[config.mk]
export PLATFORM = sky130hd
export DESIGN_NAME = sipo_framed
export DESIGN_NICKNAME = d
export VERILOG_FILES = /design/src/rtl/sipo_framed.sv
export SDC_FILE = /design/constraint.sdc
export NUM_CORES = 1
export LEC_CHECK = 0
export BUFFER_PORTS_ARGS = -buffer_cell sky130_fd_sc_hd__buf_2
export CAP_MARGIN = 15
export CORE_UTILIZATION = 55
export CTS_CLUSTER_DIAMETER = 30
export DETAILED_ROUTE_END_ITERATION = 10
export GPL_TIMING_DRIVEN = 0
export PLACE_DENSITY = 0.8
export SYNTH_ARGS = -nofsm -noshare
export SYNTH_HDL_FRONTEND = slang
export SYNTH_SLANG_ARGS = --single-unit
[constraint.sdc]
create_clock -name clk -period 2.78 [get_ports clk]
set_input_delay 0.556 -clock clk [delete_from_list [all_inputs] [get_ports clk]]
set_output_delay 0.556 -clock clk [all_outputs]
set_load 0.02 [all_outputs]
[src/rtl/sipo_framed.sv]
// Serial-in parallel-out deserialiser: collects WIDTH qualified bits into a word and
// presents it on a valid/ready output, with one word of buffering behind the output register.
module sipo_framed #(
  parameter int WIDTH     = 8,
  parameter bit MSB_FIRST = 1'b1,
  localparam int CNT_W    = $clog2(WIDTH)
) (
  input  logic             clk,
  input  logic             rst,
  input  logic             sin,
  input  logic             enable,
  output logic             sin_ready,
  input  logic             clear,
  output logic [WIDTH-1:0] pout,
  output logic             pout_valid,
  input  logic             pout_ready,
  output logic [CNT_W-1:0] bit_cnt,
  output logic             overrun
);

  typedef enum logic {COLLECT = 1'b0, FULL = 1'b1} state_t;

  localparam logic [CNT_W-1:0] LAST_BIT = CNT_W'(WIDTH - 1);

  state_t           state_reg;
  logic [WIDTH-1:0] sreg_reg;
  logic [WIDTH-1:0] sreg_next;
  logic             accept;
  logic             handshake;
  logic             out_free;

  assign sin_ready = (state_reg == COLLECT);
  assign accept    = enable && sin_ready;
  assign handshake = pout_valid && pout_ready;
  assign out_free  = !pout_valid || handshake;

  generate
    if (MSB_FIRST) begin : g_msb
      assign sreg_next = {sreg_reg[WIDTH-2:0], sin};
    end else begin : g_lsb
      assign sreg_next = {sin, sreg_reg[WIDTH-1:1]};
    end
  endgenerate

  always_ff @(posedge clk) begin
    if (rst) begin
      state_reg  <= COLLECT;
      sreg_reg   <= '0;
      pout       <= '0;
      pout_valid <= 1'b0;
      bit_cnt    <= '0;
      overrun    <= 1'b0;
    end else begin
      // Consumption empties the output unless a new word is loaded below.
      if (handshake) begin
        pout_valid <= 1'b0;
      end

      if (clear) begin
        state_reg <= COLLECT;
        sreg_reg  <= '0;
        bit_cnt   <= '0;
        overrun   <= 1'b0;
      end else begin
        if (enable && !sin_ready) begin
          overrun <= 1'b1;
        end
        case (state_reg)
          COLLECT: begin
            if (accept) begin
              sreg_reg <= sreg_next;
              if (bit_cnt == LAST_BIT) begin
                bit_cnt <= '0;
                if (out_free) begin
                  pout       <= sreg_next;
                  pout_valid <= 1'b1;
                end else begin
                  state_reg <= FULL;
                end
              end else begin
                bit_cnt <= bit_cnt + 1'b1;
              end
            end
          end
          FULL: begin
            if (handshake) begin
              pout       <= sreg_reg;
              pout_valid <= 1'b1;
              state_reg  <= COLLECT;
            end
          end
          default: state_reg <= COLLECT;
        endcase
      end
    end
  end

endmodule

==> metrics.txt, run 1 <==
Chip Width 44.9 um; pwr dens 444 nW/um2; largest cells by area after synthesis dfxtp_1 43%, a221oi_2 12%, nand2_1 7.0%; top cell type by total area after synthesis dfxtp_1; minimum clock period 1.96 ns; # IOs 20; busiest grt layer met2; Final setup viols 0; CP Class reg2reg; CTS tree yes; Pre-Repair DR Iteration Count 4; Total Wirelength 1980 um; CTS clk-pin slew, worst paths 0.12 ns; Yosys warnings 0; fmax 511 MHz; met3 GRT Util 0.0360; Combinational Power Share 0.051; largest net degree at the start of global routing 13; Synth top cells by count 22 x dfxtp_1, 19 x nand2_1, 13 x a21oi_1; sequential power share 0.612; total leakage power 0.407 nW; nets 147; Clock Latency Late Sink 0.31 ns; Max Cap Viol 0; Mean Syn Cell Area 8.74 um2; Die Area 2020 um2; Async SR Flop Fraction 0; P_sw 0.115 mW; clock skew 0.00522 ns; H-tree levels 1; initial antenna violation count 0; Area Overhead vs Synth 15.6%; CP required 3.00 ns; Total GRT Usage 0.218; Buffers on Ports 18; initial drt markers 15; Core Box Area 1730 um2; via count 846; layout cells sized above 1 0.246; fillers 161; total power 0.520 mW; n_diodes 0; DP Area 1130 um2; clk buf depth 2; synth unique cells 19; RSZ-0062 raised after global routing false; Reg area 440 um2; # rows 15; grt met1 use 0.280; Fin Setup TNS 0 ns; synthesized net count 124; Slew headroom 0.493; dpl cells 159; Vias/cell 5.19; outcome complete, no violations; non-filler cells, final 163; hold path depth 2; setup bufs post-CTS 0; Least-Margin Pin Slew 0.756 ns; Clock power frac 0.337; Initial Utilization 0.587; most common cell in the netlist dfxtp_1; Fin. Hold Viols 0; Root Driver clkbuf_4; RD Place Congestion 0.737; sequential fraction of the synthesis area 0.435; Worst Hold End sreg_reg[7]; Worst EP arrival 2.18 ns; Worst Setup Start Kind flip-flop; Synth Instances 116; post-CTS sizing 0; r2r setup slk 0.82 ns; sw frac 0.222; internal power 0.405 mW; number of synthesized flops with an enable pin 0; post-synth top area share 0.435; count of hold buffers inserted by post-cts repair 0; dominant synthesized flop cell dfxtp_1; first-pass GRT wire length 3240 um; Critical Path End Type flip-flop; fin. max-slew vios 0; Hold Path Class reg2reg; Sink Count 22; Residual DRC 0; worst r2r dst pout[0]; crit path max fanout 8; Routed Antenna Nets 0; vias in the first global route 763; Tcrit/Tclk final 0.704; footprint of the multi-input gates 498 um2; Detail Placement HPWL 1470 um; worst vdd ir 0.000341 V; final instance area 1170 um2; Hold Crit Start sreg_reg[7]; Die Y 44.9 um; M2 GR Usage 0.377; reg2reg path depth 6; FF-to-FF Start bit_cnt[0]; global route overflow 0; area of the mapped netlist 1010 um2; #FFs+latches synth 22; wire length per cell 12.2 um; Num CTS Buffers 3
==> metal layers <==
layer,share of wire,up-vias
li1,-,442
met1,0.46,373
met2,0.50,28
met3,0.036,3
met4,0.0061,0
met5,0,-
==> worst max-delay path, cell delays in order, from the launching register on <==
cell and delay (ns):
dfxtp_1 0.39, ha_1 0.17, ha_1 0.25, a21oi_1 0.13, or4_4 0.52, buf_6 0.16, a221oi_2 0.26
==> placed cells by master, fill, tap and decap left out <==
cell	instances
a21oi_1	13
nand3b_1	9
a221oi_2	8
nand3_1	2
clkbuf_1	7
a221oi_1	1
nor3_2	1
or2b_1	1
buf_6	1
clkbuf_4	3
mux2i_1	1
clkbuf_8	1
or2_2	1
dfxtp_1	22
o21ai_0	9
ha_1	2
nand2_1	19
or4_4	1
nor2b_1	4
nor2_1	4
inv_1	10
buf_2	18
==> final cells by class <==
type | instances | share of cell area
buffer | 8 | 0.0321
clock buffer | 4 | 0.0310
inverter | 10 | 0.0321
multi-input combinational | 76 | 0.425
sequential | 22 | 0.376
tap | 25 | 0.0267
timing repair buffer | 18 | 0.0769
==> power groups by stage <==
stage | Sequential, mW | Combinational, mW | Clock (mW)
after floorplan | 0.326 | 0.0153 | 0
after global placement | 0.325 | 0.0253 | 0
after detailed placement | 0.325 | 0.0263 | 0
after CTS | 0.318 | 0.0265 | 0.177
after global routing | 0.319 | 0.0293 | 0.190
final | 0.318 | 0.0264 | 0.175
==> metrics by stage <==
| stage | util | hold WS, ns | worst slack (ns) |
|---|---|---|---|
| floorplan | - | 0.431 | 0.861 |
| global placement | 0.657 | 0.442 | 0.894 |
| detailed placement | 0.657 | 0.446 | 0.841 |
| CTS | 0.678 | 0.463 | 0.806 |
| global route | 0.678 | 0.473 | 0.707 |
| finish | 0.678 | 0.458 | 0.823 |
==> logic make-up after synthesis <==
kind of cell,count (synthesis),synth area share
simple gates,42,0.221
compound gates,31,0.236
flops,22,0.435
buf+inv,18,0.0741
fa+ha+maj,2,0.0247
mux,1,0.00988
==> worst max-delay path by stage <==
stage | depth (start not counted) | endpoint | from | slack [ns]
after floorplan | 6 | pout[0] | bit_cnt[0] | 0.86
after global placement | 6 | pout[7] | bit_cnt[0] | 0.89
after detailed placement | 6 | pout[0] | bit_cnt[0] | 0.84
after CTS | 6 | pout[0] | bit_cnt[0] | 0.81
after global routing | 6 | pout[4] | bit_cnt[0] | 0.71
final | 6 | pout[0] | bit_cnt[0] | 0.82
Power figures use the tool's default switching activity.
==> inputs of run 2 (changes only) <==
--- a/config.mk
+++ b/config.mk
@@ -7,11 +7,11 @@
 export LEC_CHECK = 0
 export BUFFER_PORTS_ARGS = -buffer_cell sky130_fd_sc_hd__buf_2
 export CAP_MARGIN = 15
-export CORE_UTILIZATION = 55
+export CORE_UTILIZATION = 47
 export CTS_CLUSTER_DIAMETER = 30
 export DETAILED_ROUTE_END_ITERATION = 10
 export GPL_TIMING_DRIVEN = 0
-export PLACE_DENSITY = 0.8
+export PLACE_DENSITY = 0.72
 export SYNTH_ARGS = -nofsm -noshare
 export SYNTH_HDL_FRONTEND = slang
 export SYNTH_SLANG_ARGS = --single-unit
==> constraint.sdc (replaced) <==
create_clock -name clk -period 1.78 [get_ports clk]
set_input_delay 0.356 -clock clk [delete_from_list [all_inputs] [get_ports clk]]
set_output_delay 0.356 -clock clk [all_outputs]
set_load 0.02 [all_outputs]
==> metrics.txt, run 2 (same netlist as run 1, synthesis figures left out) <==
CP Class reg2reg; Residual DRC 0; Crit path max-delay family simple AND/OR/NAND/NOR gates; Least-Margin Pin Slew 0.605 ns; first-pass GRT wire length 3510 um; vias in the first global route 825; Num CTS Buffers 3; Worst Setup Start Kind flip-flop; CTS clk-pin slew, worst paths 0.13 ns; reg2reg path depth 5; Fin Setup TNS 0 ns; largest net degree at the start of global routing 14; total leakage power 0.416 nW; CP Cell Sequence ha_2, ha_4, a21oi_2, or4_4, a221oi_2; CP required 2.02 ns; crit path max fanout 8; worst vdd ir 0.000458 V; P_sw 0.192 mW; initial drt markers 12; # IOs 20; nets 147; Area Overhead vs Synth 20.4%; initial antenna violation count 0; pwr dens 759 nW/um2; CTS tree yes; layout cells sized above 1 0.290; Tcrit/Tclk final 0.951; CP endpoint pout[6]; worst r2r dst pout[6]; Clock Latency Late Sink 0.31 ns; Detail Placement HPWL 1480 um; Buffers on Ports 18; wire length per cell 12.1 um; Initial Utilization 0.506; outcome complete, no violations; fin. max-slew vios 0; RSZ-0062 raised after global routing false; minimum clock period 1.69 ns; Core Box Area 2000 um2; Fin. Hold Viols 0; Worst path max stage delay 0.52 ns; Total Wirelength 2000 um; sw frac 0.207; clk buf depth 2; Final setup viols 0; fmax 591 MHz; r2r setup slk 0.09 ns; CP max-delay cell or4_4; most frequent cells in the layout 20 x dfxtp_1, 19 x nand2_1, 18 x buf_2; H-tree levels 1; Slew headroom 0.597; RD Place Congestion 0.776; crit path from bit_cnt[1]; FF-to-FF Start bit_cnt[1]; Root Driver clkbuf_4; internal power 0.735 mW; most common cell after layout, fill and taps aside dfxtp_1; Fin Hold WS 0.252 ns; cell depth of the worst setup path 5; Max Cap Viol 0; via count 869; sequential power share 0.534; Hold Path Class in2reg; clock skew 0.00112 ns; Total GRT Usage 0.192; # rows 16; Die Y 48.4 um; n_diodes 0; Die Area 2350 um2; Vias/cell 5.27; Sink Count 22; fillers 184; worst path bufs/invs 0; Clock power frac 0.418; Combinational Power Share 0.048; Pre-Repair DR Iteration Count 4; global route overflow 0; Critical Path End Type flip-flop; Worst EP arrival 1.93 ns; Chip Width 48.4 um; Routed Antenna Nets 0
-- run 2: worst min path at each step --
stage / from / end / depth (start not counted)
floorplan: sreg_reg[7] / sreg_reg[7] / 2
global placement: sreg_reg[7] / sreg_reg[7] / 2
detailed placement: sreg_reg[7] / sreg_reg[7] / 2
CTS: pout_ready / state_reg / 2
global route: pout_ready / state_reg / 2
finish: pout_ready / state_reg / 2
-- run 2: area by class of cell --
type / instances / area (um2) / area share
multi-input cells: 76 / 523 / 0.429
flip-flops and latches: 22 / 448 / 0.367
repair buffers: 19 / 97.6 / 0.0800
inverters: 10 / 37.5 / 0.0308
well taps: 27 / 33.8 / 0.0277
clock inverters: 1 / 30.0 / 0.0246
plain buffers: 7 / 27.5 / 0.0226
clock buffers: 3 / 22.5 / 0.0185
-- run 2: what timing repair did --
action / in CTS / in global routing
buffers inserted: 1 / 0
hold buffers: 0 / 0
pin swaps: 0 / 1
gates resized for setup: 2 / 3
endpoints found under the setup margin: 8 / 9
-- run 2: worst reg2reg max path, cell delays in order, from the launching register on --
cell and delay (ns):
dfxtp_4 0.38, ha_2 0.19, ha_4 0.16, a21oi_2 0.08, or4_4 0.52, a221oi_2 0.30
-- run 2: per-stage QoR --
step           setup slack, ns  total power [mW]  cell area [um2]  std cells  utilization
2_1_floorplan           0.0165             0.531             1030        116            -
5_1_grt                0.00913             0.953             1220        165        0.609
4_1_cts                0.00975             0.931             1210        165        0.606
3_5_place_dp           -0.0348             0.547             1150        161        0.575
3_3_place_gp           -0.0165             0.546             1150        161        0.575
6_report                0.0871             0.926             1220        165        0.609
-- run 2: power by group through the flow --
| stage | clock, mW | sequential (mW) | combinational (mW) |
|---|---|---|---|
| floorplan | 0 | 0.507 | 0.0239 |
| global placement | 0 | 0.506 | 0.0402 |
| detailed placement | 0 | 0.506 | 0.0413 |
| CTS | 0.393 | 0.495 | 0.0434 |
| global route | 0.408 | 0.495 | 0.0494 |
| finish | 0.387 | 0.495 | 0.0443 |
-- run 2: per-layer routing --
| metal | part of all wire | global-route usage | vias up |
|---|---|---|---|
| li1 | - | - | 441 |
| met3 | 0.028 | 0.0377 | 4 |
| met2 | 0.51 | 0.345 | 13 |
| met4 | 0.014 | 0.0882 | 0 |
| met1 | 0.44 | 0.218 | 411 |
| met5 | 0 | 0 | - |
==> inputs of run 3 (changes only) <==
==> constraint.sdc (replaced) <==
create_clock -name clk -period 1.4 [get_ports clk]
set_input_delay 0.28 -clock clk [delete_from_list [all_inputs] [get_ports clk]]
set_output_delay 0.28 -clock clk [all_outputs]
set_load 0.02 [all_outputs]
==> metrics.txt, run 3 (same netlist as run 1, synthesis figures left out) <==
via count 860; Max Cap Viol 0; nets 149; Tcrit/Tclk final 1.15; total leakage power 0.435 nW; # IOs 20; Worst Setup Start Kind flip-flop; crit path from bit_cnt[1]; CTS tree yes; fin. max-slew vios 0; Residual DRC 0; clock skew 0.00444 ns; Area Overhead vs Synth 24.6%; Core Box Area 2000 um2; global route overflow 0; worst vdd ir 0.000876 V; count of hold buffers inserted by post-cts repair 0; final core utilization 0.631; Vias/cell 5.15; r2r setup slk -0.21 ns; Final setup viols 8; Routed Antenna Nets 0; largest net degree at the start of global routing 14; Fin Hold WS 0.174 ns; pwr dens 870 nW/um2; FF-to-FF Start bit_cnt[1]; CP Class reg2reg; Die Y 48.4 um; Total Wirelength 2060 um; final worst slack -0.209 ns; Buffers on Ports 18; Fin. Hold Viols 0; most frequent cells in the layout 19 x nand2_1, 18 x dfxtp_1, 17 x buf_2; Chip Width 48.4 um; Pre-Repair DR Iteration Count 4; H-tree levels 1; Root Driver clkbuf_4; Slew headroom 0.616; initial antenna violation count 0; dpl cells 161; minimum clock period 1.61 ns; Worst EP arrival 1.84 ns; # rows 16; CP required 1.63 ns; wire length per cell 12.3 um; outcome finished with violations; initial drt markers 6; reg2reg path depth 5; Detail Placement HPWL 1540 um; Clock Latency Late Sink 0.31 ns; fillers 178; failing checks negative setup slack; crit path max fanout 8; Die Area 2350 um2; CTS clk-pin slew, worst paths 0.13 ns; vias in the first global route 847; Hold Path Class in2reg; layout cells sized above 1 0.321; fmax 621 MHz; worst r2r dst pout[6]; Least-Margin Pin Slew 0.576 ns; Critical Path End Type flip-flop; n_diodes 0; Sink Count 22; Total GRT Usage 0.200; Initial Utilization 0.506; CP endpoint pout[6]; clk buf depth 2; most common cell after layout, fill and taps aside nand2_1; first-pass GRT wire length 3640 um; RD Place Congestion 0.770; non-filler cells, final 167; Num CTS Buffers 3; RSZ-0062 raised after global routing true; Fin Setup TNS -1.33 ns
-- run 3: worst max-delay path, stage by stage, from the launching register on --
cell,delay [ns]
dfxtp_4,0.38
ha_4,0.13
ha_4,0.14
a21oi_4,0.07
or4_4,0.51
a221oi_2,0.30
-- run 3: layer usage --
layer,share of wire,vias up,global-route usage
li1,-,448,-
met1,0.44,395,0.239
met2,0.53,15,0.354
met3,0.026,2,0.0377
met4,0.0092,0,0.0735
met5,0,-,0
-- run 3: repair_timing --
action                                  4_1_cts  5_1_grt
setup buffers                                 3        0
pin swaps                                     2        0
endpoints found under the setup margin        9       10
resized for setup                             4        7
-- run 3: worst min path at each step --
| stage | from | cells after the start | to |
|---|---|---|---|
| CTS | pout_ready | 2 | state_reg |
| global placement | sreg_reg[7] | 2 | sreg_reg[7] |
| detailed placement | overrun | 2 | overrun |
| global route | pout_ready | 2 | state_reg |
| finish | pout_ready | 2 | state_reg |
| floorplan | pout_ready | 1 | state_reg |
-- run 3: final cells by class --
class,instances,area (um2),area share
Multi-Input combinational cell,76,541,0.428
Tap cell,27,33.8,0.0268
Timing Repair Buffer,21,115,0.0912
Inverter,10,37.5,0.0297
Clock buffer,4,47.5,0.0377
Sequential cell,22,453,0.359
Buffer,7,35.0,0.0278
-- run 3: through the flow --
step / instance area (um2) / power [mW] / setup WS (ns)
2_1_floorplan: 1050 / 0.677 / -0.287
3_3_place_gp: 1170 / 0.696 / -0.298
3_5_place_dp: 1170 / 0.698 / -0.330
4_1_cts: 1240 / 1.11 / -0.205
5_1_grt: 1260 / 1.14 / -0.273
6_report: 1260 / 1.10 / -0.209
-- run 3: power breakdown --
group	leakage, nW	total (mW)	switching (mW)	internal (mW)
combinational	0.229	0.0582	0.0384	0.0198
clock	0.0261	0.413	0.195	0.218
sequential	0.180	0.627	0.00300	0.624
total	0.435	1.10	0.236	0.862
